===== config.mk =====
export PLATFORM = sky130hd
export DESIGN_NAME = as65x_bus_arbiter_flat
export DESIGN_NICKNAME = d
export VERILOG_FILES = /design/src/rtl/as65x_bus_arbiter_if.sv /design/src/rtl/as65x_bus_arbiter.sv /design/src/flat_wrapper.sv
export SDC_FILE = /design/constraint.sdc
export NUM_CORES = 1
export LEC_CHECK = 0
export CAP_MARGIN = 40
export CELL_PAD_IN_SITES_DETAIL_PLACEMENT = 1
export CELL_PAD_IN_SITES_GLOBAL_PLACEMENT = 2
export CORE_MARGIN = 2
export CORE_UTILIZATION = 27
export CTS_CLUSTER_SIZE = 28
export DETAILED_ROUTE_END_ITERATION = 8
export GPL_ROUTABILITY_DRIVEN = 1
export HOLD_SLACK_MARGIN = 0.06
export PLACE_DENSITY_LB_ADDON = 0.3
export SYNTH_ARGS = -nofsm -noshare
export SYNTH_HDL_FRONTEND = slang
export SYNTH_SLANG_ARGS = --single-unit

===== constraint.sdc =====
create_clock -name clk_i -period 1.71 [get_ports clk_i]
set_clock_uncertainty 0.05 [all_clocks]
set_input_delay 0.342 -clock clk_i [delete_from_list [all_inputs] [get_ports clk_i]]
set_output_delay 0.342 -clock clk_i [all_outputs]
set_load 0.005 [all_outputs]

===== src/rtl/as65x_bus_arbiter_if.sv =====
// rtl/as65x_bus_arbiter_if.sv - CPU/DMA bus-sharing signals between the pad ring, cpu65 and the DMA requester
interface as65x_bus_arbiter_if #(
    parameter int CNT_W = 16
);
    logic             cpu_rwn;
    logic             cpu_rdy_writes;
    logic             dma_req;
    logic             steal_clr;
    logic             dma_grant;
    logic             cpu_rdy;
    logic             cpu_aec;
    logic             arb_busy;
    logic [CNT_W-1:0] steal_cnt;

    modport master (
        output cpu_rwn, cpu_rdy_writes, dma_req, steal_clr,
        input  dma_grant, cpu_rdy, cpu_aec, arb_busy, steal_cnt
    );

    modport slave (
        input  cpu_rwn, cpu_rdy_writes, dma_req, steal_clr,
        output dma_grant, cpu_rdy, cpu_aec, arb_busy, steal_cnt
    );
endinterface


===== src/rtl/as65x_bus_arbiter.sv =====
// rtl/as65x_bus_arbiter.sv - cycle-stealing as65x bus arbiter (RDY halt, AEC float, DMA grant)
// Optional burst limit enabled by defining AS65X_ARB_FAIR_EN.
module as65x_bus_arbiter #(
    parameter int RDY_LEAD  = 3,
    parameter int MAX_BURST = 40,
    parameter int CNT_W     = 16
) (
    input  logic               clk_i,
    input  logic               rst_n,
    as65x_bus_arbiter_if.slave bus
);
    localparam int LEAD_W = $clog2(RDY_LEAD + 1);

    typedef enum logic [1:0] {
        S_IDLE    = 2'd0,
        S_HALT    = 2'd1,
        S_GRANT   = 2'd2,
        S_RELEASE = 2'd3
    } state_e;

    state_e           state_q, state_d;
    logic [LEAD_W-1:0] lead_cnt_q, lead_cnt_d;
    logic [CNT_W-1:0]  steal_cnt_q, steal_cnt_d;
    logic              rdy_q, rdy_d;
    logic              aec_q, aec_d;
    logic              grant_q, grant_d;
    logic              busy_q, busy_d;
    logic              burst_limit;

    if (RDY_LEAD < 1 || MAX_BURST < 1) begin : g_param_check
        $error("as65x_bus_arbiter: RDY_LEAD and MAX_BURST must be >= 1");
    end

`ifdef AS65X_ARB_FAIR_EN
    localparam int BURST_W = $clog2(MAX_BURST + 1);
    logic [BURST_W-1:0] burst_cnt_q, burst_cnt_d;

    assign burst_limit = (state_q == S_GRANT) && (burst_cnt_q == BURST_W'(MAX_BURST - 1));

    // Counts consecutive grant cycles; any exit from GRANT restarts the burst.
    always_comb begin
        burst_cnt_d = '0;
        if (state_q == S_GRANT && state_d == S_GRANT) begin
            burst_cnt_d = burst_cnt_q + BURST_W'(1);
        end
    end

    always_ff @(posedge clk_i or negedge rst_n) begin
        if (!rst_n) begin
            burst_cnt_q <= '0;
        end else begin
            burst_cnt_q <= burst_cnt_d;
        end
    end
`else
    assign burst_limit = 1'b0;
`endif

    always_comb begin
        state_d    = state_q;
        lead_cnt_d = lead_cnt_q;
        case (state_q)
            S_IDLE: begin
                if (bus.dma_req) begin
                    state_d    = S_HALT;
                    lead_cnt_d = '0;
                end
            end
            S_HALT: begin
                lead_cnt_d = lead_cnt_q + LEAD_W'(1);
                // A dropped request wins over both ways into GRANT.
                if (!bus.dma_req) begin
                    state_d = S_IDLE;
                end else if ((bus.cpu_rdy_writes && bus.cpu_rwn) ||
                             (lead_cnt_q == LEAD_W'(RDY_LEAD - 1))) begin
                    state_d = S_GRANT;
                end
            end
            S_GRANT: begin
                if (!bus.dma_req || burst_limit) begin
                    state_d = S_RELEASE;
                end
            end
            S_RELEASE: state_d = S_IDLE;
            default:   state_d = S_IDLE;
        endcase
    end

    // Outputs are decoded from the next state so they leave the flops aligned with it.
    always_comb begin
        rdy_d   = (state_d == S_IDLE);
        aec_d   = (state_d != S_GRANT);
        grant_d = (state_d == S_GRANT);
        busy_d  = (state_d != S_IDLE);
    end

    always_comb begin
        steal_cnt_d = steal_cnt_q;
        if (bus.steal_clr) begin
            steal_cnt_d = '0;
        end else if (state_q == S_GRANT && !(&steal_cnt_q)) begin
            steal_cnt_d = steal_cnt_q + CNT_W'(1);
        end
    end

    always_ff @(posedge clk_i or negedge rst_n) begin
        if (!rst_n) begin
            state_q     <= S_IDLE;
            lead_cnt_q  <= '0;
            steal_cnt_q <= '0;
            rdy_q       <= 1'b1;
            aec_q       <= 1'b1;
            grant_q     <= 1'b0;
            busy_q      <= 1'b0;
        end else begin
            state_q     <= state_d;
            lead_cnt_q  <= lead_cnt_d;
            steal_cnt_q <= steal_cnt_d;
            rdy_q       <= rdy_d;
            aec_q       <= aec_d;
            grant_q     <= grant_d;
            busy_q      <= busy_d;
        end
    end

    assign bus.cpu_rdy   = rdy_q;
    assign bus.cpu_aec   = aec_q;
    assign bus.dma_grant = grant_q;
    assign bus.arb_busy  = busy_q;
    assign bus.steal_cnt = steal_cnt_q;

    a_no_grant_with_aec: assert property (@(posedge clk_i) disable iff (!rst_n)
        !(grant_q && aec_q));
    a_no_float_while_ready: assert property (@(posedge clk_i) disable iff (!rst_n)
        !(!aec_q && rdy_q));
endmodule


===== src/flat_wrapper.sv =====
// flat-port wrapper written by rule: the top's interface ports become plain ports
module as65x_bus_arbiter_flat 
#(
    parameter int RDY_LEAD  = 3,
    parameter int MAX_BURST = 40,
    parameter int CNT_W     = 16
)
  (clk_i, rst_n, bus_cpu_rwn, bus_cpu_rdy_writes, bus_dma_req, bus_steal_clr, bus_dma_grant, bus_cpu_rdy, bus_cpu_aec, bus_arb_busy, bus_steal_cnt);
  as65x_bus_arbiter_if #(.CNT_W(CNT_W)) bus_i ();
  input  logic clk_i;
  input  logic rst_n;
  input wire logic [$bits(bus_i.cpu_rwn)-1:0] bus_cpu_rwn;
  input wire logic [$bits(bus_i.cpu_rdy_writes)-1:0] bus_cpu_rdy_writes;
  input wire logic [$bits(bus_i.dma_req)-1:0] bus_dma_req;
  input wire logic [$bits(bus_i.steal_clr)-1:0] bus_steal_clr;
  output wire logic [$bits(bus_i.dma_grant)-1:0] bus_dma_grant;
  output wire logic [$bits(bus_i.cpu_rdy)-1:0] bus_cpu_rdy;
  output wire logic [$bits(bus_i.cpu_aec)-1:0] bus_cpu_aec;
  output wire logic [$bits(bus_i.arb_busy)-1:0] bus_arb_busy;
  output wire logic [$bits(bus_i.steal_cnt)-1:0] bus_steal_cnt;
  assign bus_i.cpu_rwn = bus_cpu_rwn;
  assign bus_i.cpu_rdy_writes = bus_cpu_rdy_writes;
  assign bus_i.dma_req = bus_dma_req;
  assign bus_i.steal_clr = bus_steal_clr;
  assign bus_dma_grant = bus_i.dma_grant;
  assign bus_cpu_rdy = bus_i.cpu_rdy;
  assign bus_cpu_aec = bus_i.cpu_aec;
  assign bus_arb_busy = bus_i.arb_busy;
  assign bus_steal_cnt = bus_i.steal_cnt;
  as65x_bus_arbiter #(.RDY_LEAD(RDY_LEAD), .MAX_BURST(MAX_BURST), .CNT_W(CNT_W)) u_core (.clk_i(clk_i), .rst_n(rst_n), .bus(bus_i));
endmodule

==> results by group <==
STA
  – Endpoints failing hold: 0
  – Slew HR: 73.36%
  – Minimum clock period: 1.888 ns
  – Slew @ Worst Pin: 0.3940 ns
  – Final Setup Violations: 17
  – Max-slew violations: 0
  – Setup slack after layout: -0.1785 ns
  – RSZ-0062 raised after global routing: true
  – Peak Freq: 529.5 MHz
  – Period utilization: 110.4%

Logic synthesis
  – Netlist Area Pre-Place: 1229 um^2
  – Area contributors post-synth: dfrtp_1 45%, a21oi_1 5.3%, o31ai_1 4.9%
  – Mapped Nets: 133
  – Leading area contributor after synthesis: dfrtp_1
  – Flop and latch count out of synthesis: 24
  – Share of the synthesized area in the top cell type: 44.81%
  – Most common library cells after synthesis: 22 x dfrtp_1, 13 x a21oi_1, 12 x nand2_1
  – Most frequent cell after synthesis: dfrtp_1
  – Avg Cell Area, Syn: 9.829 um^2
  – Asr flop ratio synth: 100.0%
  – Yosys warnings: 0
  – EDFF count, synth: 0
  – Main synth FF type: dfrtp_1
  – Unique cell type count in the Yosys netlist: 39
  – Synth Instances: 125
  – Seq/Total Area, Yosys: 49.08%

Min path
  – Min-Delay Path Class: in -> async

Global route
  – Initial antenna violation count: 0
  – GR Util All Layers: 15.56%
  – First-pass GRT wire length: 6.258 mm
  – Vias in the first global route: 1372
  – Gr ovfl total: 0
  – Largest net degree at the start of global routing: 25

Clock network
  – CTS sink count: 24
  – Clock root buffer: clkbuf_8
  – Worst-skew pair later-pin latency: 0.27 ns
  – Total CTS buffers: 3
  – TritonCTS clock tree: done
  – H-tree depth: 1
  – Clock tree buffer depth: 2
  – Reg clk slew, reported paths: 0.09 ns

Placement
  – Port buffer count: 25
  – Place WS: -0.1410 ns
  – Detail Placement HPWL: 2.747 mm
  – Routability cong.: 0.7866
  – Placed Cells incl. Taps: 230

Cells and area
  – Share of cells above drive strength 1: 43.50%
  – Multi-input logic area: 690.7 um^2
  – Layout Cells excl Fill: 252
  – Antenna diodes: 0
  – Seq. cell area: 604.3 um^2
  – Area growth syn-to-layout: 74.34%
  – Layout Nets: 209
  – Post-layout util: 48.86%
  – Fillers: 478

Detailed routing
  – DRC Markers: 0
  – Via count: 1336
  – Vias per cell: 5.302
  – Initial DRC count: 47
  – Wire per inst: 16.45 um
  – Remaining antenna violation count: 0
  – Routed wire length: 4.146 mm
  – TritonRoute pass-1 iters: 4

Power
  – Pwr Density: 795.1 nW/um^2
  – LEAKAGE: 1.022 nW
  – Comb power frac: 28.9%
  – Cell-internal power: 1.237 mW
  – Sequential power share: 41.2%
  – Tot Pwr: 1.703 mW
  – Clock share of power: 29.9%
  – Psw: 466.2 uW
  – Peak supply drop: 0.5978 mV
  – Sw Ratio: 27.37%

Die
  – Rows: 24
  – Core Area: 4384 um^2
  – Die area: 5107 um^2
  – Chip height: 71.46 um
  – Starting Density: 28.03%
  – I/O pins: 26
  – Die width: 71.46 um

Run status
  – Status: complete, but fails checks
  – Violated checks: negative setup slack

Critical path
  – Crit. End Element: register
  – Crit Path Class: reg -> reg
  – Setup crit start kind: register
  – Max FO, Critical Path: 8
  – WP data arrival: 2.00 ns
  – Worst Path Required: 1.82 ns

Flow run
  – MaxCap Viol Count: 0
-- layer usage --
| metal | global-route usage [%] | wire (um) | share of wire (%) | up-vias |
|---|---|---|---|---|
| li1 | - | - | - | 624 |
| met5 | 0 | 0 | 0 | - |
| met4 | 4.193 | 110 | 2.7 | 0 |
| met1 | 18.02 | 1601 | 39 | 670 |
| met2 | 28.29 | 2287 | 55 | 29 |
| met3 | 4.079 | 146 | 3.5 | 13 |
-- final timing paths --
kind / from / end / slack [ns] / cells after the start
max: u_core.bus.steal_cnt[8]$_DFFE_PN0P_ / u_core.bus.steal_cnt[15]$_DFFE_PN0P_ / -0.18 / 4
min: rst_n / u_core.bus.steal_cnt[5]$_DFFE_PN0P_ / 0.37 / 2
max reg2reg: u_core.bus.steal_cnt[8]$_DFFE_PN0P_ / u_core.bus.steal_cnt[15]$_DFFE_PN0P_ / -0.18 / 4
min reg2reg: u_core.lead_cnt_q[0]$_DFFE_PN0P_ / u_core.lead_cnt_q[0]$_DFFE_PN0P_ / 0.46 / 1
max in group asynchronous: rst_n / u_core.bus.cpu_rdy$_DFF_PN1_ / 0.95 / 2
min in group clk_i: u_core.lead_cnt_q[0]$_DFFE_PN0P_ / u_core.lead_cnt_q[0]$_DFFE_PN0P_ / 0.46 / 1
-- repair_timing --
item                       CTS  global route
resized for setup           15            35
setup endpoints to repair   19            25
pin swaps                   11            13
buffers inserted             8            11
hold buffers                 0             0
-- worst max-delay path, stage by stage (launching register included) --
cell	delay, ns
dfrtp_1	0.49
and4_1	0.30
nand3_1	0.12
nor4b_1	0.43
mux2_2	0.38
-- cell usage in the layout (no fill, tap or decap), types with 2 or more instances in the layout --
cell type        instances
buf_4                   38
dfrtp_1                 21
clkdlybuf4s50_1         16
nand2_1                 12
buf_6                   11
a21oi_2                  9
o31ai_1                  8
or4_4                    6
dlymetal6s2s_1           6
inv_1                    5
nand3_1                  5
a21oi_1                  4
nor2_1                   4
nand4_1                  4
or3_4                    3
o21ai_0                  3
clkbuf_8                 3
and3_1                   2
nor4_1                   2
o21a_1                   2
dlygate4sd2_1            2
dfstp_2                  2
-- cell families (layout without fill, tap and decap cells) --
kind of cell	count (synthesis)	count (layout)	share of synthesized area, %
flops	24	24	49.08
buf+inv	9	84	4.073
simple gates	53	53	24.75
compound gates	35	35	18.33
fa+ha+maj	2	2	2.036
mux	2	2	1.731
-- power groups by stage --
stage                     Sequential, mW  Clock [mW]  Combinational (mW)
final                              0.702       0.508               0.493
after CTS                          0.703       0.508               0.465
after global placement             0.707           0               0.429
after detailed placement           0.714           0               0.453
after floorplan                    0.725           0               0.190
after global routing               0.711       0.544               0.548
-- stage by stage --
stage,instance area (um^2),TNS (ns),hold slack (ns)
after global routing,2142,-2.977,0.3978
after detailed placement,1759,-0.9808,0.4455
final,2142,-1.584,0.3698
after global placement,1759,-0.2864,0.4218
after CTS,1942,-0.4294,0.3946
after floorplan,1235,-0.8254,-0.003591
-- sequential cells by signal, summed over array words and instances (netlist names) --
register / cells
u_core.bus.cpu_aec: 1
u_core.bus.cpu_rdy: 1
u_core.bus.dma_grant: 1
u_core.lead_cnt_q: 2
u_core.bus.steal_cnt: 16
u_core.bus.arb_busy: 1
u_core.state_q: 2
-- area by class of cell --
type	count	share of cell area, %
repair buffers	75	32.30
well taps	52	3.037
flip-flops and latches	24	28.21
inverters	5	0.8762
clock buffers	3	1.928
clock inverters	1	1.402
multi-input cells	92	32.24
Power figures use the tool's default switching activity.
